==> config.mk <==
export PLATFORM = sky130hd
export DESIGN_NAME = mac_dot_seq
export DESIGN_NICKNAME = d
export VERILOG_FILES = /design/src/rtl/mac_dot_seq.sv
export SDC_FILE = /design/constraint.sdc
export NUM_CORES = 1
export LEC_CHECK = 0
export ABC_AREA = 0
export CORE_MARGIN = 4
export CORE_UTILIZATION = 45
export CTS_CLUSTER_DIAMETER = 50
export DETAILED_ROUTE_END_ITERATION = 6
export GPL_ROUTABILITY_DRIVEN = 0
export HOLD_SLACK_MARGIN = 0.05
export PLACE_DENSITY = 0.65
export SYNTH_ARGS = -nofsm -noshare
export SYNTH_HDL_FRONTEND = slang
export SYNTH_SLANG_ARGS = --single-unit
==> constraint.sdc <==
create_clock -name clk -period 13.58 [get_ports clk]
set_input_delay 1.358 -clock clk [delete_from_list [all_inputs] [get_ports clk]]
set_output_delay 1.358 -clock clk [all_outputs]
set_load 0.05 [all_outputs]
==> src/rtl/mac_dot_seq.sv <==
// mac_dot_seq: sequential dot product of packed element pairs, one element per cycle,
// with valid/ready on both sides. Define MAC_SATURATE_EN to clamp the sum and report overflow.
module mac_dot_seq #(
  parameter int ELEM_WIDTH = 8,
  parameter int NUM_ELEMS  = 3,
  parameter int ACC_WIDTH  = 20
) (
  input  logic                             clk,
  input  logic                             rst_in,
  input  logic                             in_valid,
  output logic                             in_ready,
  input  logic [ELEM_WIDTH*NUM_ELEMS-1:0]  inputattr,
  input  logic [ELEM_WIDTH*NUM_ELEMS-1:0]  inputcoeff,
  input  logic                             signed_mode,
  output logic                             out_valid,
  input  logic                             out_ready,
  output logic [ACC_WIDTH-1:0]             acc,
  output logic                             overflow
);

  localparam int WORD_WIDTH = ELEM_WIDTH * NUM_ELEMS;
  localparam int PROD_WIDTH = 2 * ELEM_WIDTH;
  localparam int WIDE_WIDTH = ACC_WIDTH + 1;
  localparam int IDX_WIDTH  = (NUM_ELEMS > 1) ? $clog2(NUM_ELEMS) : 1;
  localparam logic [IDX_WIDTH-1:0] LAST_IDX = IDX_WIDTH'(NUM_ELEMS - 1);

  typedef enum logic [1:0] {IDLE, MAC, DONE} state_t;

  state_t                 state;
  logic [WORD_WIDTH-1:0]  attr_q;
  logic [WORD_WIDTH-1:0]  coeff_q;
  logic                   mode_q;
  logic [ACC_WIDTH-1:0]   sum_q;
  logic [ACC_WIDTH-1:0]   sum_next;
  logic [IDX_WIDTH-1:0]   idx;
  logic [ELEM_WIDTH-1:0]  attr_elem;
  logic [ELEM_WIDTH-1:0]  coeff_elem;
  logic [PROD_WIDTH-1:0]  attr_ext;
  logic [PROD_WIDTH-1:0]  coeff_ext;
  logic [PROD_WIDTH-1:0]  prod;

  assign in_ready = (state == IDLE) && rst_in;

  // Operand words shift left each MAC cycle, so the current element is always the top slice.
  // The low 2*ELEM_WIDTH bits of the product are exact for both signed and unsigned operands.
  always_comb begin
    attr_elem  = attr_q[WORD_WIDTH-1 -: ELEM_WIDTH];
    coeff_elem = coeff_q[WORD_WIDTH-1 -: ELEM_WIDTH];
    attr_ext   = {{ELEM_WIDTH{mode_q & attr_elem[ELEM_WIDTH-1]}}, attr_elem};
    coeff_ext  = {{ELEM_WIDTH{mode_q & coeff_elem[ELEM_WIDTH-1]}}, coeff_elem};
    prod       = attr_ext * coeff_ext;
  end

`ifdef MAC_SATURATE_EN
  logic [WIDE_WIDTH-1:0] sum_wide;
  logic [WIDE_WIDTH-1:0] sum_base;
  logic [WIDE_WIDTH-1:0] prod_wide;
  logic [ACC_WIDTH-1:0]  sat_val;
  logic                  ovf_now;
  logic                  ovf_run;
  logic                  ovf_next;
  logic                  ovf_out;

  // NOTE: every variable gets a default at the top of always_comb, so no path can infer a latch.
  always_comb begin
    sum_base  = WIDE_WIDTH'(sum_q);
    prod_wide = WIDE_WIDTH'(prod);
    if (mode_q) begin
      sum_base  = WIDE_WIDTH'($signed(sum_q));
      prod_wide = WIDE_WIDTH'($signed(prod));
    end
    sum_wide = sum_base + prod_wide;
    ovf_now  = mode_q ? (sum_wide[ACC_WIDTH] ^ sum_wide[ACC_WIDTH-1]) : sum_wide[ACC_WIDTH];

    // The extra bit carries the true sign of a signed sum, which picks the clamp direction.
    sat_val = '1;
    if (mode_q) begin
      sat_val = sum_wide[ACC_WIDTH] ? {1'b1, {(ACC_WIDTH-1){1'b0}}}
                                    : {1'b0, {(ACC_WIDTH-1){1'b1}}};
    end

    sum_next = sum_wide[ACC_WIDTH-1:0];
    ovf_next = ovf_run;
    if (ovf_run) begin
      sum_next = sum_q;
    end else if (ovf_now) begin
      sum_next = sat_val;
      ovf_next = 1'b1;
    end
  end

  assign overflow = ovf_out;
`else
  logic [ACC_WIDTH-1:0] prod_acc;

  always_comb begin
    prod_acc = ACC_WIDTH'(prod);
    if (mode_q) begin
      prod_acc = ACC_WIDTH'($signed(prod));
    end
    sum_next = sum_q + prod_acc;
  end

  assign overflow = 1'b0;
`endif

  // NOTE: all state below uses non-blocking assignments so every register samples pre-edge values.
  always_ff @(posedge clk or negedge rst_in) begin
    if (!rst_in) begin
      state     <= IDLE;
      attr_q    <= '0;
      coeff_q   <= '0;
      mode_q    <= 1'b0;
      sum_q     <= '0;
      idx       <= '0;
      acc       <= '0;
      out_valid <= 1'b0;
`ifdef MAC_SATURATE_EN
      ovf_run   <= 1'b0;
      ovf_out   <= 1'b0;
`endif
    end else begin
      unique case (state)
        IDLE: begin
          if (in_valid) begin
            attr_q  <= inputattr;
            coeff_q <= inputcoeff;
            mode_q  <= signed_mode;
            sum_q   <= '0;
            idx     <= '0;
`ifdef MAC_SATURATE_EN
            ovf_run <= 1'b0;
`endif
            state   <= MAC;
          end
        end

        MAC: begin
          sum_q   <= sum_next;
          attr_q  <= attr_q << ELEM_WIDTH;
          coeff_q <= coeff_q << ELEM_WIDTH;
          idx     <= idx + 1'b1;
`ifdef MAC_SATURATE_EN
          ovf_run <= ovf_next;
`endif
          if (idx == LAST_IDX) begin
            acc       <= sum_next;
`ifdef MAC_SATURATE_EN
            ovf_out   <= ovf_next;
`endif
            out_valid <= 1'b1;
            state     <= DONE;
          end
        end

        DONE: begin
          if (out_ready) begin
            out_valid <= 1'b0;
            state     <= IDLE;
          end
        end

        default: state <= IDLE;
      endcase
    end
  end

endmodule

# Word-level counts from Yosys, hierarchy flattened
# Index checks and enable logic that the tools add are counted.
word_totals:
  ff_bits: 94
  out_inout_bits: 23
  inputBits: 53
op_classes:
  n_eq_ne: 6
  mul: 1
  muxes: 16
  reduce_logical: 9
  addsub: 2
  bitwise: 2
op_table:
  columns: ["op", "count"]
  rows:
  - ["$pmux 24 s2", 2]
  - ["$mux 24", 2]
  - ["$mux 20", 2]
  - ["$pmux 20 s2", 1]
  - ["$add 20x20->20", 1]
  - ["$mul 9x9->16", 1]
  - ["$mux 2", 4]
  - ["$ne 2x2->1 const B", 3]
  - ["$pmux 2 s3", 1]
  - ["$reduce_and 2->1", 3]
  - ["$reduce_and 3->1", 2]
  - ["$eq 2x2->1 const B", 2]
  - ["$pmux 2 s2", 1]
  - ["$reduce_bool 2->1", 2]
  - ["$add 2x1->2 const B", 1]
  - ["$and 1x1->1", 2]
  - ["$eq 2x1->1 const B", 1]
  - ["$logic_not 2->1", 1]
  - ["$mux 1", 2]
  - ["$pmux 1 s2", 1]
  - ["$logic_and 1x1->1", 1]

# Longest topological paths before layout
# Gate-level depths: netlist of run 1.
logic_depth:
  word_depth: 5
  mapped_depth: 29
  ltp_nobuf: 28

# Least setup slack after synthesis of run 1
# OpenSTA, ideal clock, no wires.
synth_timing:
  path_kind: "reg2reg"
  startpoint: "reg coeff_q[23]"
  endpoint: "reg acc[14]"
  path_stages_with_launch: 28
  path_slack_ns: 7.072
  arrival_ns: 6.378
  synth_period_minus_slack_ns: 6.508
  setup_ns: 0.130
  path_cell_list: "dfrtp_1 > clkbuf_1 > nand2_1 > or2_2 > fa_1 > fa_1 > inv_1 > fa_1 > fa_1 > inv_1 > fa_1 > inv_1 > ha_1 > inv_1 > o21bai_1 > a21oi_1 > o21bai_1 > a21oi_1 > xnor2_1 > ha_1 > and3_1 > o211a_1 > o211ai_1 > nand2_1 > or3_1 > a21oi_1 > xor2_1 > o21ai_1"
synth_via:
  elab_chain_len: 4
synth_lines:
  columns: ["item", "line", "rtl"]
  rows:
  - ["start, declared", "31", "logic [WORD_WIDTH-1:0] coeff_q;"]
  - ["start signal, assigned", "127", "coeff_q <= inputcoeff;"]
  - ["start signal, assigned", "141", "coeff_q <= coeff_q << ELEM_WIDTH;"]
  - ["$and 1x1->1", "50", "coeff_ext = {{ELEM_WIDTH{mode_q & coeff_elem[ELEM_WIDTH-1]}}, coeff_elem};"]
  - ["$mul 9x9->16 (*)", "51", "prod = attr_ext * coeff_ext;"]
  - ["$mux 20 (*)", "98", "if (mode_q) begin"]
  - ["$add 20x20->20 (*)", "101", "sum_next = sum_q + prod_acc;"]
  - ["end signal, assigned", "147", "acc <= sum_next;"]
  - ["end, declared", "17", "output logic [ACC_WIDTH-1:0] acc,"]
# Every way passes the cells marked *; elsewhere a longest branch is shown, timed or not.
# A chain may end at the register's enable or synchronous reset.

# Final worst setup path of run 1
layout_timing:
  startpoint: "reg coeff_q[23]"
  endpoint: "reg sum_q[14]"
layout_via:
  elab_chain_len: 5
layout_lines:
  columns: ["item", "line", "rtl"]
  rows:
  - ["$and 1x1->1", "50", null]
  - ["$mul 9x9->16 (*)", "51", null]
  - ["$mux 20 (*)", "98", null]
  - ["$add 20x20->20 (*)", "101", null]
  - ["$pmux 20 s2 (*)", "123", "unique case (state)"]
  - ["end signal, assigned", "139", "sum_q <= sum_next;"]
  - ["end, declared", "33", "logic [ACC_WIDTH-1:0] sum_q;"]
# Marked as above.

==> reports/qor.yml, run 1 <==
status:
  status: "complete, no violations"
setup_path:
  worst-path-max-fanout: 12
  path_delay_family: "adder cells"
  critPathBufInv: 4
  path_class: "flip-flop to flip-flop"
  cpPeakStageDelay_ns: 0.55
  arrival_ns: 7.08
  critical_path.endpoint_type: "flip-flop"
  startpoint_type: "flip-flop"
  rr_worst_depth: 26
  critical_path_required_ns: 13.78
  crit_cells: 26
  slowest_stage: "fa_1"
  path_common_cell: "fa_1"
timing:
  fin_crit_ns: 6.88
  grt_setup_unrepaired: "no"
  fmax_ghz: 0.145
  slew-limit-headroom: 0.237
  clock_skew_ns: 0.0108
  setup_viol: 0
  fin_setup_tns_ns: 0
  fin_crit_sh: 0.507
  hold_viol_final: 0
  fin_ws_ns: 6.70
  slew_violations: 0
  tightest_slew_ns: 1.14
drt:
  drc_errors: 0
  routedWlPerCell_um: 14.0
  viasPerCell: 5.08
  first_pass_iters: 4
  routed_wl_um: 15900
  antenna_left: 0
  vias: 5745
  drtIter0Drc: 318
synthesis:
  synth_area_sq_um: 7600
  ys_types: 64
  ys_seq_area_frac: 0.309
  synthFlopType: "dfrtp_1"
  synthArstFlopShare: 1.00
  syn_avg_cell_area_sq_um: 8.81
  syn_nets: 1031
  synthCells: 863
  ys_seq_elements: 94
  yosysWarnings: 0
  synth_edf_count: 0
cts:
  htree_levels: 3
  clk_pin_slew_worst_paths_ns: 0.07
  cts-root-buf: "clkbuf_16"
  clk_path_buf_depth: 2
  clock-sinks: 94
  post-cts-setup-buffers: 0
  cts-resized-gates: 0
  numCtsBuffers: 9
  worstSkewPairLatency_ns: 0.35
  cts_hold_buf: 0
  cts_tree: "built"
grt:
  grt_use_total: 0.182
  antenna_found_initial: 0
  grt_pass1_vias: 5692
  grt_overflow: 0
  grt_max_degree: 120
  grt_pass1_wl_um: 27600
job:
  maxCapViolCount: 0
die:
  ios: 76
  initial_core_util: 0.458
  coreArea_sq_um: 16600
  die_w_um: 138
  die_y_um: 138
  design.die.area_sq_um: 19000
  num_rows: 47
finish:
  syn_to_final_growth_pct: 15.0
  layout-drive-gt1-share: 0.0428
  n_antenna_cell: 0
  nets: 1074
  design_area_sq_um: 8740
  fin_util: 0.527
placed_design:
  dp_hpwl_um: 12000
  port_buffers: 74
  preCtsSetupSlack_ns: 6.71
  placed_area_sq_um: 8460
worst_hold_path:
  hold_path_depth: 1
  min_path_type: "flip-flop to flip-flop"
-- routing by layer --
layer | global-route usage | wire [um] | vias up
met5 | 0 | 0 | -
met4 | 0.0417 | 168 | 0
met3 | 0.0337 | 504 | 10
met2 | 0.289 | 7360 | 77
met1 | 0.262 | 7830 | 2748
li1 | - | - | 2910
-- per-stage QoR --
step / hold slack, ns / std cells
2_1_floorplan: 0.448 / 863
3_3_place_gp: 0.466 / 1115
3_5_place_dp: 0.467 / 1115
4_1_cts: 0.480 / 1131
5_1_grt: 0.513 / 1131
6_report: 0.478 / 1131
-- kinds of logic (layout without fill, tap and decap cells) --
family | Yosys count | after routing | share of synthesized area
simple gates | 320 | 320 | 0.191
buf+inv | 136 | 184 | 0.0700
compound gates | 163 | 163 | 0.133
fa+ha+maj | 115 | 115 | 0.253
mux | 5 | 5 | 0.00691
flops | 94 | 94 | 0.309
other cells | 1 | 1 | 0.000493
xor+xnor | 29 | 29 | 0.0362
-- cells in the mapped netlist (all sizes together), types with 7 or more instances --
| master | n | share of area |
|---|---|---|
| clkbuf | 36 | 0.018 |
| a21oi | 22 | 0.015 |
| ha | 51 | 0.084 |
| nor2 | 55 | 0.027 |
| nand3 | 21 | 0.014 |
| o21ai | 67 | 0.044 |
| xor2 | 7 | 0.0081 |
| dfrtp | 94 | 0.31 |
| xnor2 | 21 | 0.025 |
| and2 | 44 | 0.037 |
| a31oi | 35 | 0.029 |
| nand2 | 166 | 0.083 |
| fa | 64 | 0.17 |
| inv | 92 | 0.046 |
| buf | 8 | 0.0061 |
-- worst reg2reg max path, delay by kind of cell, from the launching register on --
family	cells	cell delay, ns
AO/OA/AOI/OAI	8	1.14
XOR/XNOR	2	0.38
adder cells (fa/ha/maj)	7	3.27
buffers and inverters	4	0.23
flip-flops	1	0.49
AND/OR/NAND/NOR	5	1.23
-- flip-flops by register name, summed over array words and instances (netlist names) --
register,cells
acc,20
out_valid,1
state,2
coeff_q,24
sum_q,20
idx,2
mode_q,1
attr_q,24
-- cells in the final DEF (no fill, tap or decap), types with 9 or more instances in the layout --
master,n
a21oi_1,21
dfrtp_1,94
clkbuf_16,9
and2_1,42
xnor2_1,20
ha_1,51
o21ai_1,59
a31oi_1,35
nand2_1,164
inv_1,90
clkdlybuf4s50_1,73
nand3_1,21
nor2_1,55
fa_1,64
-- cell type report --
class | count | area (sq um)
timing repair buffer | 76 | 753
inverter | 92 | 350
multi-input combinational | 633 | 4730
tap | 220 | 275
clock inverter | 5 | 41.3
fill | 1566 | 7840
sequential | 94 | 2350
clock buffer | 11 | 243
-- worst paths after layout --
| check | to | slack (ns) | start |
|---|---|---|---|
| min in group asynchronous | out_valid$_DFFE_PN0P_ | 0.96 | rst_in |
| worst min register to register | idx[0]$_DFFE_PN0P_ | 0.48 | idx[0]$_DFFE_PN0P_ |
| max in group asynchronous | attr_q[16]$_DFFE_PN0P_ | 11.51 | rst_in |
| worst max register to register | sum_q[14]$_DFFE_PN0P_ | 6.70 | coeff_q[23]$_DFFE_PN0P_ |
| worst min-delay path | idx[0]$_DFFE_PN0P_ | 0.48 | idx[0]$_DFFE_PN0P_ |
| worst max-delay path | sum_q[14]$_DFFE_PN0P_ | 6.70 | coeff_q[23]$_DFFE_PN0P_ |
Power of run 1 is not shown: default switching activity piles up to over one toggle a cycle in this logic, so the estimate is an artifact.
==> inputs of run 2 (changes only) <==
Clock period 13.58 ns to 6.5 ns, I/O delays scaled along.
==> run 2 against run 1 <==
Design area is 4.1% higher. Register-to-register slack worse by 6.4 ns. Critical path type unchanged. Fmax is 11% higher. Global-route usage is 0.60 points higher. Largest cell class unchanged. Final cell count is 2.4% higher. Wire length is 7.3% higher. First-iteration DRC count is 25% higher. Clock-buffer cell count is 2 lower. Die area stayed put. Hold slack worse by 0.16 ns. Utilization is 2.2 points higher. Setup slack worse by 6.4 ns.
==> reports/qor.yml, run 2 (synthesized netlist as in run 1, its figures left out) <==
finish:
  fill_cells: 1527  # was 1,566
  layout-drive-gt1-share: 0.0949  # was 0.0428
  layout_common_cells: "nand2_1 (163), dfrtp_1 (89), inv_1 (87), clkdlybuf4s50_1 (73), fa_1 (64)"  # was nand2_1 (164), dfrtp_1 (94), inv_1 (90), clkdlybuf4s50_1 (73), fa_1 (64)
  fin_util: 0.549  # was 0.527
  seqCellArea_sq_um: 2360  # was 2350 sq um
  nets: 1101  # was 1,074
  syn_to_final_growth_pct: 19.7  # was 15.0%
  multi_input_area_sq_um: 4830  # was 4730 sq um
  final_common_cell: "nand2_1"  # unchanged
  layout.cells.non_filler: 1158  # was 1,131
  n_antenna_cell: 0  # unchanged
  top_regs: "attr_q: 24 flops, coeff_q: 24 flops"  # unchanged
cts:
  clock-sinks: 94  # unchanged
  htree_levels: 3  # unchanged
  cts_hold_buf: 0  # unchanged
  numCtsBuffers: 9  # unchanged
  cts_tree: "built"  # unchanged
  worstSkewPairLatency_ns: 0.35  # about the same
  cts-root-buf: "clkbuf_16"  # unchanged
  clk_path_buf_depth: 2  # unchanged
  clk_pin_slew_worst_paths_ns: 0.07  # about the same
timing:
  fin_worst_hold_slack_ns: 0.318  # was 0.478 ns
  fin_crit_sh: 0.958  # was 0.507
  clock_skew_ns: 0.00745  # was 0.0108 ns
  setup_viol: 0  # unchanged
  slew_violations: 0  # unchanged
  fin_ws_ns: 0.276  # was 6.70 ns
  slew-limit-headroom: 0.256  # was 0.237
  tightest_slew_ns: 1.12  # was 1.14 ns
  fmax_ghz: 0.161  # was 0.145 GHz
  hold_viol_final: 0  # unchanged
  fin_crit_ns: 6.22  # was 6.88 ns
status:
  status: "complete, no violations"  # unchanged
placed_design:
  dp.cells: 1139  # was 1,115
  preCtsSetupSlack_ns: 0.00202  # was 6.71 ns
  dp_hpwl_um: 12600  # was 12,000 um
  port_buffers: 74  # unchanged
drt:
  routedWlPerCell_um: 14.7  # was 14.0 um
  drtIter0Drc: 399  # was 318
  met2RoutedLength_um: 7710  # was 7360 um
  top_layer_used: "met4"  # unchanged
  antenna_left: 0  # unchanged
  routed_wl_um: 17000  # was 15,900 um
  viasPerCell: 5.13  # was 5.08
  met1_length_um: 8220  # was 7830 um
  drc_errors: 0  # unchanged
  first_pass_iters: 5  # was 4
  wl_met3_um: 737  # was 504 um
  vias: 5937  # was 5,745
setup_path:
  path_class: "flip-flop to flip-flop"  # unchanged
  arrival_ns: 6.45  # was 7.08 ns
  rr_worst_depth: 26  # unchanged
  worst-path-max-fanout: 4  # was 12
  startpoint_type: "flip-flop"  # unchanged
  critical_path_required_ns: 6.73  # was 13.78 ns
  critical_path.endpoint_type: "flip-flop"  # unchanged
grt:
  antenna_found_initial: 0  # unchanged
  grt_pass1_vias: 5710  # was 5,692
  grt_max_degree: 120  # unchanged
  grt_use_total: 0.188  # was 0.182
  grt_overflow: 0  # unchanged
  grt_pass1_wl_um: 28300  # was 27,600 um
die:
  initial_core_util: 0.458  # unchanged
  coreArea_sq_um: 16600  # unchanged
  design.die.area_sq_um: 19000  # unchanged
  die_y_um: 138  # unchanged
  num_rows: 47  # unchanged
  die_w_um: 138  # unchanged
  ios: 76  # unchanged
job:
  maxCapViolCount: 0  # unchanged
worst_hold_path:
  min_path_type: "primary input to asynchronous set/reset pin"  # was flip-flop to flip-flop
## run 2: path summary, 6_finish.rpt
kind | startpoint | to | slack (ns)
worst min-delay path | rst_in | attr_q[10]$_DFFE_PN0P_ | 0.32
worst max-delay path | mode_q$_DFFE_PN0P_ | acc[19]$_DFFE_PN0P_ | 0.28
worst max register to register | mode_q$_DFFE_PN0P_ | acc[19]$_DFFE_PN0P_ | 0.28
min in group clk | acc[10]$_DFFE_PN0P_ | acc[10]$_DFFE_PN0P_ | 0.48
max in group asynchronous | rst_in | coeff_q[18]$_DFFE_PN0P_ | 5.04
worst min register to register | acc[10]$_DFFE_PN0P_ | acc[10]$_DFFE_PN0P_ | 0.48
## run 2: repair_timing
item,CTS,global route
setup endpoints to repair,2,10
pin swaps,0,27
setup buffers,0,3
resized for setup,1,26
## run 2: layout make-up
class | count | share of cell area
timing repair buffer | 103 | 0.105
sequential | 94 | 0.259
clock buffer | 9 | 0.0248
clock inverter | 7 | 0.0113
tap | 220 | 0.0303
multi-input combinational | 633 | 0.530
inverter | 92 | 0.0385
## run 2: routing by layer
metal	vias to the layer above	global-route usage
li1	2961	-
met1	2823	0.280
met2	130	0.283
met3	23	0.0316
met4	0	0.0571
met5	-	0
## run 2: per-stage QoR
step	cell area, sq um	TNS (ns)
2_1_floorplan	7600	0
4_1_cts	8970	0
5_1_grt	9100	-0.0368
6_report	9100	0
3_3_place_gp	8640	0
3_5_place_dp	8640	0
## run 2: critical path: stages, from the launching register on
cell,delay [ns]
dfrtp_1,0.37
nand2_1,0.08
or2_2,0.28
fa_1,0.47
fa_1,0.54
inv_1,0.05
fa_1,0.47
fa_1,0.54
inv_1,0.05
fa_1,0.52
inv_2,0.05
ha_4,0.27
inv_1,0.04
o21bai_1,0.17
a21oi_2,0.09
o21bai_1,0.17
a21oi_2,0.10
nor4bb_1,0.27
a211o_1,0.18
ha_4,0.22
o21ai_1,0.11
a21o_1,0.12
o211ai_1,0.18
o311a_1,0.35
o22ai_2,0.18
xnor2_1,0.14
o21ai_1,0.08
Power of run 2 is left out for the same reason.
==> inputs of run 3 (changes only) <==
Settings changed: GPL_ROUTABILITY_DRIVEN 0 to unset, GPL_TIMING_DRIVEN set to 0.
==> run 3 against run 2 <==
Fmax fell by 1.6%. Sequential share of layout area shrank 0.13 points. Hold slack lost 0.095 ns. Clock-buffer cell count up 1. Critical path type unchanged. Die area did not move. Design area is 0.88% higher. Critical endpoint unchanged. Global-route usage increased by 0.43 points. Wire length increased by 2.9%. Sequential cell count unchanged. Final cell count is 2.1% higher.
==> reports/qor.yml, run 3 (synthesized netlist as in run 1, its figures left out) <==
timing:
  clock_skew_ns: 0.0105  # was 0.00745 ns
  setup_viol: 0  # unchanged
  fmax_ghz: 0.158  # was 0.161 GHz
  hold_viol_final: 0  # unchanged
  fin_crit_sh: 0.973  # was 0.958
  fin_crit_ns: 6.32  # was 6.22 ns
  slew_violations: 0  # unchanged
  fin_ws_ns: 0.176  # was 0.276 ns
  tightest_slew_ns: 0.736  # was 1.12 ns
  slew-limit-headroom: 0.509  # was 0.256
  fin_setup_tns_ns: 0  # unchanged
drt:
  drtIter0Drc: 296  # was 399
  drc_errors: 0  # unchanged
  vias: 6108  # was 5,937
  met1_length_um: 8440  # was 8220 um
  wl_met3_um: 615  # was 737 um
  routed_wl_um: 17500  # was 17,000 um
  antenna_left: 0  # unchanged
  first_pass_iters: 5  # unchanged
  viasPerCell: 5.17  # was 5.13
  routedWlPerCell_um: 14.8  # was 14.7 um
  top_layer_used: "met4"  # unchanged
  met2RoutedLength_um: 8340  # was 7710 um
die:
  coreArea_sq_um: 16600  # unchanged
  design.die.area_sq_um: 19000  # unchanged
  die_y_um: 138  # unchanged
  initial_core_util: 0.458  # unchanged
  num_rows: 47  # unchanged
  ios: 76  # unchanged
  die_w_um: 138  # unchanged
finish:
  multi_input_area_sq_um: 4850  # was 4830 sq um
  layout-drive-gt1-share: 0.0925  # was 0.0949
  seqCellArea_sq_um: 2370  # was 2360 sq um
  design_area_sq_um: 9180  # was 9100 sq um
  final_common_cell: "nand2_1"  # unchanged
  top_regs: "attr_q: 24 flops, coeff_q: 24 flops"  # unchanged
  fill_cells: 1567  # was 1,527
  n_antenna_cell: 0  # unchanged
  layout_common_cells: "nand2_1 (163), inv_1 (89), dfrtp_1 (82), clkdlybuf4s50_1 (73), fa_1 (64)"  # was nand2_1 (163), dfrtp_1 (89), inv_1 (87), clkdlybuf4s50_1 (73), fa_1 (64)
  nets: 1125  # was 1,101
  layout.cells.non_filler: 1182  # was 1,158
  syn_to_final_growth_pct: 20.7  # was 19.7%
placed_design:
  placed_area_sq_um: 8640  # about the same
  dp_hpwl_um: 13600  # was 12,600 um
  preCtsSetupSlack_ns: -0.738  # was 0.00202 ns
  dp.cells: 1158  # was 1,139
  port_buffers: 74  # unchanged
  gp_congestion: 0.858
cts:
  clk_pin_slew_worst_paths_ns: 0.07  # about the same
  cts_hold_buf: 0  # unchanged
  clock-sinks: 94  # unchanged
  cts-root-buf: "clkbuf_16"  # unchanged
  clk_path_buf_depth: 2  # unchanged
  numCtsBuffers: 9  # unchanged
  cts_tree: "built"  # unchanged
  worstSkewPairLatency_ns: 0.35  # about the same
  htree_levels: 3  # unchanged
grt:
  grt_max_degree: 71  # was 120
  grt_use_total: 0.193  # was 0.188
  antenna_found_initial: 0  # unchanged
  grt_overflow: 0  # unchanged
  grt_pass1_vias: 5911  # was 5,710
  grt_pass1_wl_um: 29100  # was 28,300 um
setup_path:
  startpoint_type: "flip-flop"  # unchanged
  critPathBufInv: 7  # was 4
  path_class: "flip-flop to flip-flop"  # unchanged
  cpPeakStageDelay_ns: 0.53  # was 0.54 ns
  arrival_ns: 6.54  # was 6.45 ns
  critical_path_required_ns: 6.72  # was 6.73 ns
  slowest_stage: "fa_1"  # unchanged
  critical_path.endpoint_type: "flip-flop"  # unchanged
  path_common_cell: "fa_1"  # unchanged
  rrSetupSlack_ns: 0.18  # was 0.28 ns
  worst-path-max-fanout: 10  # was 4
  path_delay_family: "adder cells"  # unchanged
worst_hold_path:
  min_path_type: "primary input to asynchronous set/reset pin"  # unchanged
job:
  maxCapViolCount: 0  # unchanged
status:
  status: "complete, no violations"  # unchanged
-- run 3: cell count changes in the layout (fill, tap and decap cells not counted), sizes merged --
| cell | change |
|---|---|
| inv | -2 |
| buf | -1 |
| bufinv | -2 |
| clkbuf | +26 |
| clkinvlp | +2 |
| clkinv | +1 |
-- run 3: metrics by stage --
| stage | hold WS (ns) | utilization |
|---|---|---|
| detailed placement | 0.474 | 0.521 |
| floorplan | 0.354 | - |
| CTS | 0.231 | 0.543 |
| finish | 0.223 | 0.553 |
| global placement | 0.467 | 0.520 |
| global route | 0.241 | 0.553 |
-- run 3: worst reg2reg max path, stage by stage (launching register included) --
cell	delay [ns]
dfrtp_2	0.48
and2_1	0.19
fa_1	0.53
inv_1	0.05
fa_1	0.52
inv_1	0.05
fa_1	0.48
fa_1	0.52
inv_1	0.06
fa_1	0.51
inv_2	0.05
ha_4	0.26
inv_1	0.03
o21bai_1	0.15
a21oi_2	0.10
o21bai_1	0.19
a21oi_2	0.11
buf_4	0.14
a211o_1	0.32
ha_4	0.28
o21ai_4	0.07
a21o_1	0.13
o211ai_1	0.10
buf_4	0.17
o311a_4	0.31
o22ai_4	0.15
xnor2_1	0.15
o21ai_1	0.08
-- run 3: final timing paths --
path                                               from                      end  cells past startpoint
worst max-delay path            coeff_q[21]$_DFFE_PN0P_      acc[19]$_DFFE_PN0P_                     27
min in group clk                     acc[9]$_DFFE_PN0P_       acc[9]$_DFFE_PN0P_                      2
worst min-delay path                             rst_in       acc[9]$_DFFE_PN0P_                      1
worst min register to register       acc[9]$_DFFE_PN0P_       acc[9]$_DFFE_PN0P_                      2
worst max register to register  coeff_q[21]$_DFFE_PN0P_      acc[19]$_DFFE_PN0P_                     27
max in group asynchronous                        rst_in  coeff_q[17]$_DFFE_PN0P_                      2
-- run 3: final cells by class --
| class | instances | area share |
|---|---|---|
| tap | 220 | 0.0300 |
| sequential | 94 | 0.258 |
| timing repair buffer | 92 | 0.0973 |
| buffer | 35 | 0.0177 |
| inverter | 92 | 0.0382 |
| clock buffer | 10 | 0.0249 |
| clock inverter | 6 | 0.00504 |
| multi-input combinational | 633 | 0.529 |
-- run 3: routing by layer --
layer / global-route usage / up-vias
li1: - / 3017
met1: 0.280 / 2972
met2: 0.309 / 110
met3: 0.0305 / 9
met4: 0.0368 / 0
met5: 0 / -
-- run 3: timing repair --
action                                  4_1_cts  5_1_grt
endpoints found under the setup margin       16       14
pin swaps                                    10       27
resized for setup                            15       29
setup buffers                                 6       11
Power of run 3 is left out for the same reason.
